### config.mk
export PLATFORM = sky130hd
export DESIGN_NAME = multi_ratio_divider
export DESIGN_NICKNAME = d
export VERILOG_FILES = /design/src/rtl/multi_ratio_divider.sv
export SDC_FILE = /design/constraint.sdc
export NUM_CORES = 2
export LEC_CHECK = 0
export ABC_AREA = 1
export CELL_PAD_IN_SITES_DETAIL_PLACEMENT = 0
export CELL_PAD_IN_SITES_GLOBAL_PLACEMENT = 1
export CORE_MARGIN = 2
export CORE_UTILIZATION = 35
export CTS_CLUSTER_DIAMETER = 30
export DETAILED_ROUTE_END_ITERATION = 7
export DONT_BUFFER_PORTS = 1
export GPL_ROUTABILITY_DRIVEN = 0
export HOLD_SLACK_MARGIN = 0.1
export PLACE_DENSITY = 0.73
export SYNTH_ARGS = -nofsm -noshare
export SYNTH_HDL_FRONTEND = slang
export SYNTH_SLANG_ARGS = --single-unit
### constraint.sdc
create_clock -name clk -period 18.1 [get_ports clk]
set_input_delay 4.525 -clock clk [delete_from_list [all_inputs] [get_ports clk]]
set_output_delay 4.525 -clock clk [all_outputs]
set_load 0.1 [all_outputs]
### src/rtl/multi_ratio_divider.sv
// multi_ratio_divider: N-channel rational rate generator (outclk = inclk * mult/div).
// Double-buffered ratios, per-channel enable, fixed-width pulses with one-deep pending.
module multi_ratio_divider #(
    parameter int CHANNELS     = 4,
    parameter int COUNT_BITS   = 32,
    parameter int PULSE_CYCLES = 4
) (
    input  logic                           clk,
    input  logic                           rst,
    input  logic                           inclk,
    input  logic [CHANNELS-1:0]            enable,
    input  logic                           load,
    input  logic                           clear_flags,
    input  logic [CHANNELS*COUNT_BITS-1:0] multiplicand,
    input  logic [CHANNELS*COUNT_BITS-1:0] dividend,
    output logic [CHANNELS-1:0]            outclk,
    output logic [CHANNELS-1:0]            ratio_err,
    output logic [CHANNELS-1:0]            overrun
);
    localparam int CB = COUNT_BITS;
    localparam int PW = $clog2(PULSE_CYCLES + 1);
    localparam logic [PW-1:0] PULSE_INIT = PW'(PULSE_CYCLES);

    logic r_s1, r_s2, r_s3;
    logic w_tick;

    always_ff @(posedge clk or posedge rst) begin
        if (rst) begin
            r_s1 <= 1'b0;
            r_s2 <= 1'b0;
            r_s3 <= 1'b0;
        end else begin
            r_s1 <= inclk;
            r_s2 <= r_s1;
            r_s3 <= r_s2;
        end
    end

    assign w_tick = r_s2 & ~r_s3;

    genvar i;
    generate
        for (i = 0; i < CHANNELS; i++) begin : g_ch
            logic [CB-1:0] r_mult, r_div, r_acc;
            logic [PW-1:0] r_pcnt;
            logic          r_pend, r_out, r_err, r_ovr;
            logic [CB:0]   w_sum, w_diff;
            logic          w_zero, w_sat, w_go, w_trig, w_busy;

            assign w_zero = (r_div == '0);
            assign w_sat  = (r_mult > r_div);
            assign w_sum  = {1'b0, r_acc} + {1'b0, r_mult};
            assign w_diff = w_sum - {1'b0, r_div};
            assign w_go   = w_tick & enable[i] & ~load & ~w_zero;
            // Oversized ratios saturate to one trigger per tick.
            assign w_trig = w_go & (w_sat | (w_sum >= {1'b0, r_div}));
            assign w_busy = (r_pcnt != '0) | r_pend;

            always_ff @(posedge clk or posedge rst) begin
                if (rst) begin
                    r_mult <= '0;
                    r_div  <= '0;
                    r_acc  <= '0;
                    r_pcnt <= '0;
                    r_pend <= 1'b0;
                    r_out  <= 1'b0;
                    r_err  <= 1'b0;
                    r_ovr  <= 1'b0;
                end else begin
                    r_err <= w_zero | w_sat;
                    if (load) begin
                        r_mult <= multiplicand[i*CB +: CB];
                        r_div  <= dividend[i*CB +: CB];
                        r_acc  <= '0;
                    end else if (w_go) begin
                        if (w_sat)
                            r_acc <= '0;
                        else if (w_trig)
                            r_acc <= w_diff[CB-1:0];
                        else
                            r_acc <= w_sum[CB-1:0];
                    end
                    // The cycle with pcnt==0 after a pulse is the forced low gap.
                    if (r_pcnt != '0) begin
                        r_pcnt <= r_pcnt - 1'b1;
                        if (r_pcnt == PW'(1))
                            r_out <= 1'b0;
                    end else if (r_pend) begin
                        r_pcnt <= PULSE_INIT;
                        r_out  <= 1'b1;
                        r_pend <= 1'b0;
                    end else if (w_trig) begin
                        r_pcnt <= PULSE_INIT;
                        r_out  <= 1'b1;
                    end
                    if (w_trig && w_busy && !r_pend)
                        r_pend <= 1'b1;
                    if (w_trig && r_pend)
                        r_ovr <= 1'b1;
                    else if (clear_flags)
                        r_ovr <= 1'b0;
                end
            end

            assign outclk[i]    = r_out;
            assign ratio_err[i] = r_err;
            assign overrun[i]   = r_ovr;
        end
    endgenerate
endmodule
==> metrics <==
Initial DRC Count=~2600; Setup WS post-layout=11.03 ns; synth top area cells=dfrtp_1, nand2_1, ha_1; # hold bufs at CTS=0; Synth top area share=0.280; max incr delay on CP=0.88 ns; CTS tree=done; count of input and output buffers=0; initial antenna violation count=19; PostCTS Resize Cnt=0; largest net degree at the start of global routing=about 400; Distinct cells, synth=50; Crit path max-delay family=simple AND/OR/NAND/NOR gates; Initial Util=0.353; synth warn=0; final period utilization=0.391; first-pass GRT wire length=199000 microns; postcts setup bufs=0; pre-CTS setup slack=10.64 ns; Hold Crit Class=flop to flop; Overflow after GRT=0; top-count cell post-synth=nand2_1; clk_skew=0.0317 ns; CTS sink count=415; clk buf depth=3; Final Util=0.410; Critical Path, Cell by Cell=nor3b_2 -> nand2_1 -> nor2_2 -> buf_4 -> nand2_2 -> nand3_1 -> nand2_1 -> nand2_1; ys flop type=dfrtp_1; Crit. End Element=flop; status=completed; Leak=0.0226 uW; synth cell count leaders=nand2_1, inv_1, nor2_1; crit-path max FO=393; WS Path Type=input port to flop; via/cell ratio=5.12; register area share after synthesis=0.280; Clock transition at path regs=~0.04 ns; nets@finish=6106; die height=330 microns; layout cells sized above 1=0.0788; Inserted Clock Buffers=138; ANT nets after route=0; DRT Pass-1 Iters=6; DRC viols=0; crit path buf inv count=1; most used cell, CP=nand2_1; standard-cell rows=119; relative slew slack=0.309; FF+latch count, synth=415; synthesis-to-finish area growth=16.1%; GRT Util Overall=0.236; CTS HTree Levels=4; area leader, netlist=dfrtp_1; DR WL met2=56500 microns; Tot Pwr=5120 uW; Net Count, Synth=6070; die area=109000 sq um; Max Freq=0.141 GHz; top sig layer=met5; met3 routed WL=9680 microns; EDFF count, synth=0; setup TNS=0 ns; mapped cell area=37200 sq um; drt wl/cell=between 15 and 20 microns; endpoints failing setup=0; slowest CP cell=nor3b_2; critical path arrival=7.72 ns; M1 WL=60000 microns; Least-Margin Pin Slew=1.04 ns; final max-slew violation count=0; asr flop ratio synth=1.00; clk root buf=clkbuf_16; Period minus WS final=around 7 ns; Detailed Place HPWL=103000 microns; power per cell area=119 nW/um^2; Mean Syn Cell Area=6.87 sq um; io pins=277; vias in the first global route=34800; final hold vios=0; vias post-DR=35600; Core Area=105000 sq um; final wirelength=roughly 130000 microns; Max VDD drop=0.107 mV; CP required=18.75 ns; Mapped Cells=5409; CP startpoint kind=input port; Layout Cells excl Fill=6952; RSZ-0062 raised after global routing=false; Die Wd=330 microns; Max-Cap Viols=0; placed cell count=approximately 6700; worst-skew pair later-pin latency=0.73 ns
[layer usage]
layer,GRT usage,vias up
met4,0.0730,22
met1,0.319,16600
met5,0,-
li1,-,17800
met2,0.367,987
met3,0.0607,231
[layout make-up]
cell class | count | area [sq um]
multi-input cells | 4140 | 23400
diodes | 5 | 12.5
fillers | 11100 | 62100
well taps | 1391 | 1740
inverters | 733 | 2760
clock inverters | 55 | 644
clock buffers | 196 | 4010
repair buffers | 17 | 128
flip-flops and latches | 415 | 10400
[through the flow]
stage | hold WS, ns | instance area [sq um]
3_3_place_gp | 0.336 | 38500
6_report | 0.346 | 43100
2_1_floorplan | 0.331 | 37200
3_5_place_dp | 0.336 | 38500
4_1_cts | 0.344 | 43100
5_1_grt | 0.345 | 43100
[cells by family (layout without fill, tap and decap cells)]
kind of cell	Yosys count	after routing	share of synthesized area
AOI/OAI and AO/OA	752	752	0.110
xor gates and xnor gates	182	182	0.0429
adders and majority gates	396	396	0.135
buffers and inverters	854	1001	0.0909
DFF	415	415	0.280
muxes	124	124	0.0376
other	0	5	0
and+or+nand+nor	2686	2686	0.304
[worst paths after layout]
check                             startpoint                  to  slack, ns  cells after the start
setup / recovery                        load   g_ch[1].r_pcnt[1]      11.03                      8
hold / removal                          r_s1                r_s2       0.35                      0
setup reg to reg           g_ch[2].r_mult[0]   g_ch[2].r_pcnt[1]      12.30                     25
hold reg to reg                         r_s1                r_s2       0.35                      0
max in group asynchronous                rst   g_ch[0].r_div[11]      12.00                      3
min in group asynchronous                rst  g_ch[2].r_mult[30]       3.76                      1
[state kept, by name, indices dropped and copies added (netlist names)]
| register | cells |
|---|---|
| g_ch.r_err | 4 |
| g_ch.r_pend | 4 |
| g_ch.r_out | 4 |
| g_ch.r_ovr | 4 |
| r_s1 | 1 |
| r_s2 | 1 |
| g_ch.r_acc | 128 |
| g_ch.r_mult | 128 |
| g_ch.r_pcnt | 12 |
| g_ch.r_div | 128 |
| r_s3 | 1 |
[where the power goes]
part           leakage (uW)  switching [uW]  internal (uW)  total (uW)
clock network       0.00227             721           1640        2360
registers           0.00522             126           1020        1150
logic                0.0151            1060            545        1610
[layout by cell type, fill, tap and decap left out, types with 5 or more instances in the layout]
cell type and instances:
o21bai_1 46, nand2_1 1598, clkbuf_16 140, nor4_1 39
nand2_2 20, clkinv_2 23, xnor2_1 64, mux2_2 124
nor2_4 6, nand3_1 407, a21o_1 40, a21oi_2 5
inv_1 728, nor3_1 62, buf_4 17, bufinv_16 8
clkinvlp_4 10, nand3b_1 33, or2_2 10, nor2_1 410
a21boi_0 8, o21ai_0 282, clkbuf_8 30, xor2_1 118
fa_1 8, o21a_1 11, a21oi_1 327, and3_1 5
diode_2 5, nand4_1 67, dfrtp_1 415, o211ai_1 5
ha_1 388, a31oi_1 11, nor2_2 15, clkinv_8 5
clkbuf_1 26
Power figures use the tool's default switching activity.
